--- src/rtl/clk_synth_pkg.sv ---
// clk_synth_pkg: shared types and geometry for the multi-channel clock synthesiser.
// Build option: CLK_SYNTH_SLEW_EN selects gradual integer-divide slewing on retune.
package clk_synth_pkg;

  // Default geometry of the synthesiser
  localparam int NUM_CH_DEF = 4;
  localparam int DIV_W      = 8;
  localparam int FRAC_W     = 4;

  // Width of a channel index, never narrower than one bit
  function automatic int clog2_min1(input int n);
    return (n > 1) ? $clog2(n) : 1;
  endfunction

  localparam int CH_W = clog2_min1(NUM_CH_DEF);

  // Per-channel life cycle
  typedef enum logic [1:0] {
    CS_OFF    = 2'd0,
    CS_SLEW   = 2'd1,
    CS_SETTLE = 2'd2,
    CS_LOCKED = 2'd3
  } cs_state_t;

  // One configuration write as seen by a channel
  typedef struct packed {
    logic [DIV_W-1:0]  div;
    logic [FRAC_W-1:0] frac;
  } ch_cfg_t;

endpackage

--- src/rtl/clk_synth_ch.sv ---
// clk_synth_ch: one fractional-N divider channel with retune FSM and lock counter.
// Build option: CLK_SYNTH_SLEW_EN builds the SLEW state (cur_div walks one step per
// tick toward the target); otherwise a retune loads the new divide at the next tick.
module clk_synth_ch
  import clk_synth_pkg::*;
#(
  parameter int DIV_WIDTH  = DIV_W,
  parameter int FRAC_WIDTH = FRAC_W,
  parameter int LOCK_TICKS = 16
) (
  input  logic                  clk_i,
  input  logic                  rst_i,
  input  logic                  wr_i,
  input  logic [DIV_WIDTH-1:0]  div_i,
  input  logic [FRAC_WIDTH-1:0] frac_i,
  output logic                  tick_o,
  output logic                  clk_o,
  output logic                  locked_o
);

  // One extra counter bit so a period of 2^DIV_WIDTH does not wrap
  localparam int CW = DIV_WIDTH + 1;
  localparam int LW = $clog2(LOCK_TICKS + 1);

  cs_state_t             r_state;
  logic [DIV_WIDTH-1:0]  r_tgt_div;
  logic [DIV_WIDTH-1:0]  r_cur_div;
  logic [FRAC_WIDTH-1:0] r_tgt_frac;
  logic [FRAC_WIDTH-1:0] r_acc;
  logic [CW-1:0]         r_cnt;
  logic [LW-1:0]         r_lock_cnt;
  logic                  r_clk;

  logic [FRAC_WIDTH:0]   w_acc_sum;
  logic                  w_carry;
  logic [CW-1:0]         w_period;
  logic                  w_tick;

  assign w_acc_sum = {1'b0, r_acc} + {1'b0, r_tgt_frac};
  assign w_carry   = w_acc_sum[FRAC_WIDTH];
  assign w_period  = {1'b0, r_cur_div} + CW'(w_carry);
  assign w_tick    = (r_state != CS_OFF) && (r_cnt == (w_period - CW'(1)));

`ifdef CLK_SYNTH_SLEW_EN
  // A write in this cycle steers the slew step taken at a coincident tick
  logic [DIV_WIDTH-1:0] w_goal;
  logic [DIV_WIDTH-1:0] w_step;
  logic [DIV_WIDTH-1:0] w_next_cur;

  assign w_goal = wr_i ? div_i : r_tgt_div;

  // One-step move of cur_div toward the goal
  always_comb begin
    w_step = r_cur_div;
    if (r_cur_div < w_goal) begin
      w_step = r_cur_div + DIV_WIDTH'(1);
    end else if (r_cur_div > w_goal) begin
      w_step = r_cur_div - DIV_WIDTH'(1);
    end
  end

  assign w_next_cur = w_tick ? w_step : r_cur_div;
`endif

  // Period counter, fractional accumulator, output clock and retune FSM
  always_ff @(posedge clk_i) begin
    if (rst_i) begin
      r_state    <= CS_OFF;
      r_tgt_div  <= '0;
      r_tgt_frac <= '0;
      r_cur_div  <= '0;
      r_cnt      <= '0;
      r_acc      <= '0;
      r_lock_cnt <= '0;
      r_clk      <= 1'b0;
    end else if (wr_i && (div_i == '0)) begin
      // Disable wins over everything, including a coincident tick
      r_state    <= CS_OFF;
      r_tgt_div  <= '0;
      r_tgt_frac <= '0;
      r_cur_div  <= '0;
      r_cnt      <= '0;
      r_acc      <= '0;
      r_lock_cnt <= '0;
      r_clk      <= 1'b0;
    end else if (wr_i && (r_state == CS_OFF)) begin
      // Cold start: jump straight to the requested divide
      r_state    <= CS_SETTLE;
      r_tgt_div  <= div_i;
      r_tgt_frac <= frac_i;
      r_cur_div  <= div_i;
      r_cnt      <= '0;
      r_acc      <= '0;
      r_lock_cnt <= '0;
    end else if (r_state != CS_OFF) begin
      if (w_tick) begin
        r_cnt <= '0;
        r_acc <= w_acc_sum[FRAC_WIDTH-1:0];
        r_clk <= ~r_clk;
      end else begin
        r_cnt <= r_cnt + CW'(1);
      end
      if (wr_i) begin
        r_tgt_div  <= div_i;
        r_tgt_frac <= frac_i;
        r_lock_cnt <= '0;
      end
`ifdef CLK_SYNTH_SLEW_EN
      if (wr_i) begin
        if (w_tick) begin
          r_cur_div <= w_step;
        end
        r_state <= (w_next_cur == div_i) ? CS_SETTLE : CS_SLEW;
      end else if (w_tick) begin
        case (r_state)
          CS_SLEW: begin
            r_cur_div <= w_step;
            if (w_step == r_tgt_div) begin
              r_state    <= CS_SETTLE;
              r_lock_cnt <= '0;
            end
          end
          CS_SETTLE: begin
            r_lock_cnt <= r_lock_cnt + LW'(1);
            if (r_lock_cnt == LW'(LOCK_TICKS - 1)) begin
              r_state <= CS_LOCKED;
            end
          end
          default: ;
        endcase
      end
`else
      if (wr_i) begin
        r_state <= CS_SETTLE;
        if (w_tick) begin
          r_cur_div <= div_i;
        end
      end else if (w_tick && (r_state == CS_SETTLE)) begin
        // The tick that loads a pending divide does not count toward lock
        if (r_cur_div != r_tgt_div) begin
          r_cur_div  <= r_tgt_div;
          r_lock_cnt <= '0;
        end else begin
          r_lock_cnt <= r_lock_cnt + LW'(1);
          if (r_lock_cnt == LW'(LOCK_TICKS - 1)) begin
            r_state <= CS_LOCKED;
          end
        end
      end
`endif
    end
  end

  assign tick_o   = w_tick;
  assign clk_o    = r_clk;
  assign locked_o = (r_state == CS_LOCKED);

endmodule

--- src/rtl/clk_synth_multi.sv ---
// clk_synth_multi: NUM_CH fractional-N clock synthesiser channels behind one
// configuration write port. Build option: CLK_SYNTH_SLEW_EN (gradual retune slewing).
module clk_synth_multi
  import clk_synth_pkg::*;
#(
  parameter int NUM_CH     = NUM_CH_DEF,
  parameter int DIV_WIDTH  = DIV_W,
  parameter int FRAC_WIDTH = FRAC_W,
  parameter int LOCK_TICKS = 16,
  localparam int CFG_CH_W  = (NUM_CH == NUM_CH_DEF) ? CH_W : clog2_min1(NUM_CH)
) (
  input  logic                  clk_i,
  input  logic                  rst_i,
  input  logic                  cfg_valid_i,
  output logic                  cfg_ready_o,
  input  logic [CFG_CH_W-1:0]   cfg_ch_i,
  input  logic [DIV_WIDTH-1:0]  cfg_div_i,
  input  logic [FRAC_WIDTH-1:0] cfg_frac_i,
  output logic                  cfg_err_o,
  output logic [NUM_CH-1:0]     tick_o,
  output logic [NUM_CH-1:0]     clk_o,
  output logic [NUM_CH-1:0]     locked_o
);

  logic    w_accept;
  logic    w_ch_bad;
  logic    r_cfg_err;
  ch_cfg_t w_cfg;

  // No back-pressure: writes are only refused while reset is held
  assign cfg_ready_o = ~rst_i;
  assign w_accept    = cfg_valid_i & ~rst_i;
  assign w_ch_bad    = ({1'b0, cfg_ch_i} >= (CFG_CH_W + 1)'(NUM_CH));
  assign w_cfg.div   = cfg_div_i;
  assign w_cfg.frac  = cfg_frac_i;

  // Flag writes that name a channel that does not exist
  always_ff @(posedge clk_i) begin
    if (rst_i) begin
      r_cfg_err <= 1'b0;
    end else begin
      r_cfg_err <= w_accept & w_ch_bad;
    end
  end

  assign cfg_err_o = r_cfg_err;

  generate
    for (genvar gi = 0; gi < NUM_CH; gi++) begin : g_ch
      logic w_wr;

      assign w_wr = w_accept & ~w_ch_bad & (cfg_ch_i == CFG_CH_W'(gi));

      clk_synth_ch #(
        .DIV_WIDTH  (DIV_WIDTH),
        .FRAC_WIDTH (FRAC_WIDTH),
        .LOCK_TICKS (LOCK_TICKS)
      ) u_ch (
        .clk_i    (clk_i),
        .rst_i    (rst_i),
        .wr_i     (w_wr),
        .div_i    (w_cfg.div),
        .frac_i   (w_cfg.frac),
        .tick_o   (tick_o[gi]),
        .clk_o    (clk_o[gi]),
        .locked_o (locked_o[gi])
      );
    end
  endgenerate

endmodule

--- config.mk ---
export PLATFORM = sky130hd
export DESIGN_NAME = clk_synth_multi
export DESIGN_NICKNAME = d
export VERILOG_FILES = /design/src/rtl/clk_synth_pkg.sv /design/src/rtl/clk_synth_ch.sv /design/src/rtl/clk_synth_multi.sv
export SDC_FILE = /design/constraint.sdc
export NUM_CORES = 1
export LEC_CHECK = 0
export ABC_AREA = 0
export CAP_MARGIN = 20
export CORE_MARGIN = 8
export CORE_UTILIZATION = 35
export DETAILED_ROUTE_END_ITERATION = 8
export GPL_ROUTABILITY_DRIVEN = 0
export HOLD_SLACK_MARGIN = 0.05
export SLEW_MARGIN = 20
export SYNTH_ARGS = -nofsm -noshare
export SYNTH_HDL_FRONTEND = slang
export SYNTH_HIERARCHICAL = 1
export SYNTH_SLANG_ARGS = --single-unit
export TNS_END_PERCENT = 50
--- constraint.sdc ---
create_clock -name clk_i -period 4.7 [get_ports clk_i]
set_clock_uncertainty 0.05 [all_clocks]
set_input_delay 0.705 -clock clk_i [delete_from_list [all_inputs] [get_ports clk_i]]
set_output_delay 0.705 -clock clk_i [all_outputs]
set_load 0.1 [all_outputs]
Yosys cells after proc, flatten, opt, wreduce, memory -nomap -nowiden
Cells that the tools add are included.
Operators by class
  add/sub/neg operators: 20
  eq/ne operators: 35
  mux-type cells: 92
  bitwise operators: 14
  reductions and logical operators: 86
Operator list (count)
  2-to-1 mux 8 bit: 36
  2-to-1 mux 5 bit: 16
  2-to-1 mux 2 bit: 24
  2-to-1 mux 4 bit: 12
  AND reduction 4 bit: 12
  nonzero test 2 bit: 20
  adder 8 x 1 -> 9 bit: 4
  adder 9 x 1 -> 9 bit, second input constant: 4
  equality test 9 bit: 4
  2-to-1 mux 9 bit: 4
  nonzero test 3 bit: 12
  subtractor 9 x 1 -> 9 bit, second input constant: 4
  inequality test 8 bit: 4
  adder 4 x 4 -> 5 bit: 4
  adder 5 x 1 -> 5 bit, second input constant: 4
  equality test 2 bit, second input constant: 10
  equality test 5 x 4 -> 1 bit, second input constant: 4
  logical AND 1 bit: 16
  AND reduction 2 bit: 8
  inequality test 3 x 1 -> 1 bit, second input constant: 4
  inequality test 3 bit, second input constant: 4
  AND reduction 3 bit: 4
  OR reduction 3 bit: 4
  logical NOT 2 bit: 5
  6 further kinds: 24
Storage, ports and cells
  flip-flop bits (word level): 164
  input bits: 17
  output and inout bits: 14
  word-level logic and storage cells: 283

Longest topological paths before layout
  word-level depth: 10
  mapped depth: 16
  mapped depth without buffers: 15

By module
Netlist, hierarchy kept.
By module, submodules not included
  clk_synth_ch (g_ch[0].u_ch ...): times used 2, cells each 249, area an instance 2313.5 um2, seq. area each 820.8 um2
  clk_synth_ch (g_ch[3].u_ch): times used 1, cells each 255, area an instance 2332.2 um2, seq. area each 820.8 um2
  clk_synth_ch (g_ch[2].u_ch): times used 1, cells each 252, area an instance 2233.4 um2, seq. area each 820.8 um2
  clk_synth_multi: times used 1, cells each 7, area an instance 66.3 um2, seq. area each 0.0 um2

Worst setup path after synthesis
Ideal clock, no wire load.
  path kind: reg-to-output
  start: reg g_ch[3].u_ch.r_tgt_frac[0]
  end: out tick_o[3]
  data arrival time: 4.709 ns
  required time: 3.945 ns
  path slack: -0.764 ns
  stages on the path, launching flop included: 12
  path buffers: 0
  cell sequence: dfxtp_1 -> ha_1 -> fa_1 -> a21o_1 -> a21oi_1 -> ha_1 -> ha_1 -> and3_2 -> o2bb2ai_2 -> a2111oi_4 -> o21ai_0 -> nor3_1
On the way
  longest elaborated chain between the ends: 5
RTL lines
  from (decl): line clk_synth_ch.sv:28  | logic [FRAC_WIDTH-1:0] r_tgt_frac;
  from (signal assigned): line clk_synth_ch.sv:90  | r_tgt_frac <= frac_i;
  from (signal assigned): line clk_synth_ch.sv:105  | r_tgt_frac <= frac_i;
  adder 4 x 4 -> 5 bit: line clk_synth_ch.sv:39  | assign w_acc_sum = {1'b0, r_acc} + {1'b0, r_tgt_frac};
  adder 8 x 1 -> 9 bit: line clk_synth_ch.sv:41  | assign w_period = {1'b0, r_cur_div} + CW'(w_carry);
  subtractor 9 x 1 -> 9 bit: line clk_synth_ch.sv:42  | assign w_tick = (r_state != CS_OFF) && (r_cnt == (w_period - CW'(1)));
  equality test 9 bit: line clk_synth_ch.sv:42
  logical AND 1 bit: line clk_synth_ch.sv:42
  to (decl): line clk_synth_multi.sv:20  | output logic [NUM_CH-1:0] tick_o,
No other way between the ends.

Worst setup path after layout
Ends and elaborated chain as after synthesis.

==> key figures <==
Route
  • Avg WL per Cell: about 15 um
  • DR iter-0 viols: between 300 and 400
  • Vias per inst: 5.12
  • Number of remaining DRC errors: 0
  • DRT Pass-1 Iters: 4
  • Post-route ant nets: 0
  • Post-Route WL: 20,900 um
  • Total number of vias: 7,059

Clock tree
  • H-tree depth: 4
  • CTS tree: built
  • Clock tree root buffer cell: clkbuf_16
  • Resized cells post-CTS: 0
  • Clk buf depth: 2
  • Clock Sink Count: between 150 and 200
  • Clk slew on worst S/H paths: roughly 60 ps
  • Cts hold-fix bufs: 0
  • CTS Buf Count: 17
  • Worst-Skew Late Latency: between 400 and 500 ps
  • Setup bufs post-CTS: 0

GRT
  • Largest net degree at the start of global routing: 22
  • Initial antenna violation count: 0
  • Vias in the first global route: 6,830
  • Global Route Usage Sum: a little over an eighth
  • First-pass GRT wire length: ~35,000 um
  • Aggregate global routing overflow: 0

Status
  • Status: completed

Setup path
  • Crit path launch type: flop
  • R2R Path End: g_ch[3].u_ch/r_cur_div[1]$_SDFFE_PP0P_
  • Flop2flop setup slack: 950 ps
  • Crit Path Category: reg2out
  • Worst-case reg-to-reg path depth: 13
  • Critical path capture point type: primary output
  • Arrival @ worst endpoint: 3680 ps
  • Worst-path fanout max: 7
  • Reg2Reg Launch Point: g_ch[3].u_ch/r_tgt_frac[0]$_SDFFE_PP0P_
  • Req. time, crit path: between 3000 and 4000 ps

Power and ir drop
  • PwrDens: between 200 and 300 nW/um^2
  • Overall Power: about 3 mW
  • Cell leakage power: between 4 and 5 nW
  • VDD IR max: approximately 0.18 mV

Timing
  • Fin crit period: 4430 ps
  • Max Transition Viols Final: 0
  • Finish-stage setup viols: 0
  • Slew @ Worst Pin: between 1000 and 1500 ps
  • Crit share post-route: a little over nine tenths
  • Final Hold Viols: 0
  • Setup TNS: 0 ps
  • Maximum clock frequency: 226 MHz
  • Slew HR: between 30% and 40%
  • RSZ-0062 raised after global routing: false

Run
  • Max cap viols: 0

Min path
  • Min-delay src: g_ch[0].u_ch/r_lock_cnt[4]$_SDFFE_PP0N_
  • Hold path cells: 2
  • WHS Endpoint: g_ch[0].u_ch/r_lock_cnt[4]$_SDFFE_PP0N_
  • Hold Path Class: reg2reg

Logic synthesis
  • Asr flop ratio synth: 0%
  • Mapped Area: 9260 um^2
  • Post-synthesis net count: ~1,100
  • Unique masters post-synth: 83
  • Seq/Total Area, Yosys: 35.5%
  • Cells after Synth: ~1,000
  • Mean post-synth cell area: 9.15 um^2
  • Seq cells post-synth: 164
  • Top_reg_cell synth: dfxtp_1
  • EDFF count, synth: 0
  • Synth warn: 6

Placed design
  • Area of placed instances: 9890 um^2
  • IO Port Bufs: 29
  • DP Wirelength: around 15,000 um

Final layout
  • Fraction of layout cells with a size suffix above 1: approximately an eighth
  • P&R area growth vs syn: 13.3%
  • ANT cells: 0
  • Nets: between 1,000 and 1,500
  • Final instance area: between 10,000 and 15,000 um^2

Die
  • Core area: ~26,000 um^2
  • # rows: 59
  • Die area: between 30,000 and 40,000 um^2
  • Die width: between 150 and 200 um
  • Starting density of the core: between 30% and 40%
  • Die height: approximately 180 um
  • I/O pin cnt: 31
==> flip-flops by register name, summed over array words and instances (netlist names) <==
signal / flops
g_ch.u_ch/r_state: 8
g_ch.u_ch/clk_o: 4
g_ch.u_ch/r_lock_cnt: 20
g_ch.u_ch/r_cnt: 36
g_ch.u_ch/r_cur_div: 32
g_ch.u_ch/r_tgt_div: 32
g_ch.u_ch/r_tgt_frac: 16
g_ch.u_ch/r_acc: 16
==> where the power goes <==
group	switching [mW]	internal (mW)
clock network	0.603	0.787
registers	0.0144	1.40
logic	0.123	0.0673
==> final cells by class <==
type | count | area, um^2
Tap cell | 335 | 419
Inverter | 46 | 173
Sequential cell | 164 | 3280
Clock inverter | 14 | 153
Multi-Input combinational cell | 762 | 5630
Timing Repair Buffer | 39 | 403
Fill cell | 2630 | 15500
Clock buffer | 18 | 429
==> critical path, cell delays in order (launching register included) <==
cell       delay (ps)
dfxtp_1           310
ha_1              220
fa_1              410
a21o_1            180
a21oi_1           140
ha_1              220
ha_1              290
and3_2            230
o2bb2ai_2          70
a2111oi_4         520
o21ai_1           220
nor3_2            220
buf_12            210
==> metal layers <==
| layer | vias to the layer above | GRT usage (%) | part of all wire [%] |
|---|---|---|---|
| li1 | 3607 | - | - |
| met1 | 3350 | 18.3 | 50 |
| met2 | 82 | 21.8 | 45 |
| met3 | 20 | 3.22 | 3.3 |
| met4 | 0 | 3.34 | 1.3 |
| met5 | - | 0 | 0 |
==> layout by cell type, fill, tap and decap left out, types with 17 or more instances in the layout <==
cell	netlist	layout
clkbuf_16	0	17
nand3_1	26	26
nor2_1	109	109
nand2_1	80	80
xor2_1	44	44
nand4_1	24	24
o21ai_0	20	19
dfxtp_1	164	164
ha_1	36	36
xnor2_1	64	64
clkdlybuf4s50_1	0	24
mux2i_1	60	60
nor3_1	29	28
inv_1	46	46
a21oi_1	25	25
==> cell usage after synthesis (all sizes together), types with 15 or more instances <==
| master | n | area, um^2 |
|---|---|---|
| a21oi | 26 | 134 |
| a31oi | 15 | 124 |
| buf | 18 | 119 |
| clkbuf | 22 | 83.8 |
| dfxtp | 164 | 3280 |
| ha | 36 | 450 |
| inv | 46 | 173 |
| mux2 | 25 | 319 |
| mux2i | 60 | 601 |
| nand2 | 82 | 313 |
| nand3 | 26 | 130 |
| nand4 | 26 | 175 |
| nor2 | 110 | 415 |
| nor3 | 31 | 178 |
| nor4 | 21 | 206 |
| o21ai | 21 | 116 |
| xnor2 | 64 | 561 |
| xor2 | 44 | 385 |
==> cells by family after synthesis <==
group                    synth area share (%)
AO/OA/AOI/OAI                            11.6
flip-flops                               35.5
AND/OR/NAND/NOR                          23.0
adder cells (fa/ha/maj)                  5.73
XOR/XNOR                                 10.2
multiplexers                             9.93
other                                  0.0405
buffers and inverters                    4.05
==> worst max path at each step <==
stage                                                       start         to  cells past startpoint  slack, ps
after floorplan           g_ch[3].u_ch/r_tgt_frac[0]$_SDFFE_PP0P_  tick_o[3]                     11         70
after global placement    g_ch[3].u_ch/r_tgt_frac[0]$_SDFFE_PP0P_  tick_o[3]                     12        640
after detailed placement  g_ch[3].u_ch/r_tgt_frac[0]$_SDFFE_PP0P_  tick_o[3]                     12        590
after CTS                 g_ch[3].u_ch/r_tgt_frac[0]$_SDFFE_PP0P_  tick_o[3]                     12         90
after global routing      g_ch[2].u_ch/r_tgt_frac[0]$_SDFFE_PP0P_  tick_o[2]                     13         20
final                     g_ch[3].u_ch/r_tgt_frac[0]$_SDFFE_PP0P_  tick_o[3]                     12        270
==> metrics by stage <==
stage	worst slack, ps	hold slack, ps	util (%)	std cells
after global placement	638	391	38.1	1346
after global routing	20.6	448	40.4	1378
after floorplan	74.7	381	-	1012
final	268	407	40.4	1378
after detailed placement	586	398	38.1	1346
after CTS	94.5	407	40.3	1378
Note: power is estimated with default switching activity, not from simulation.
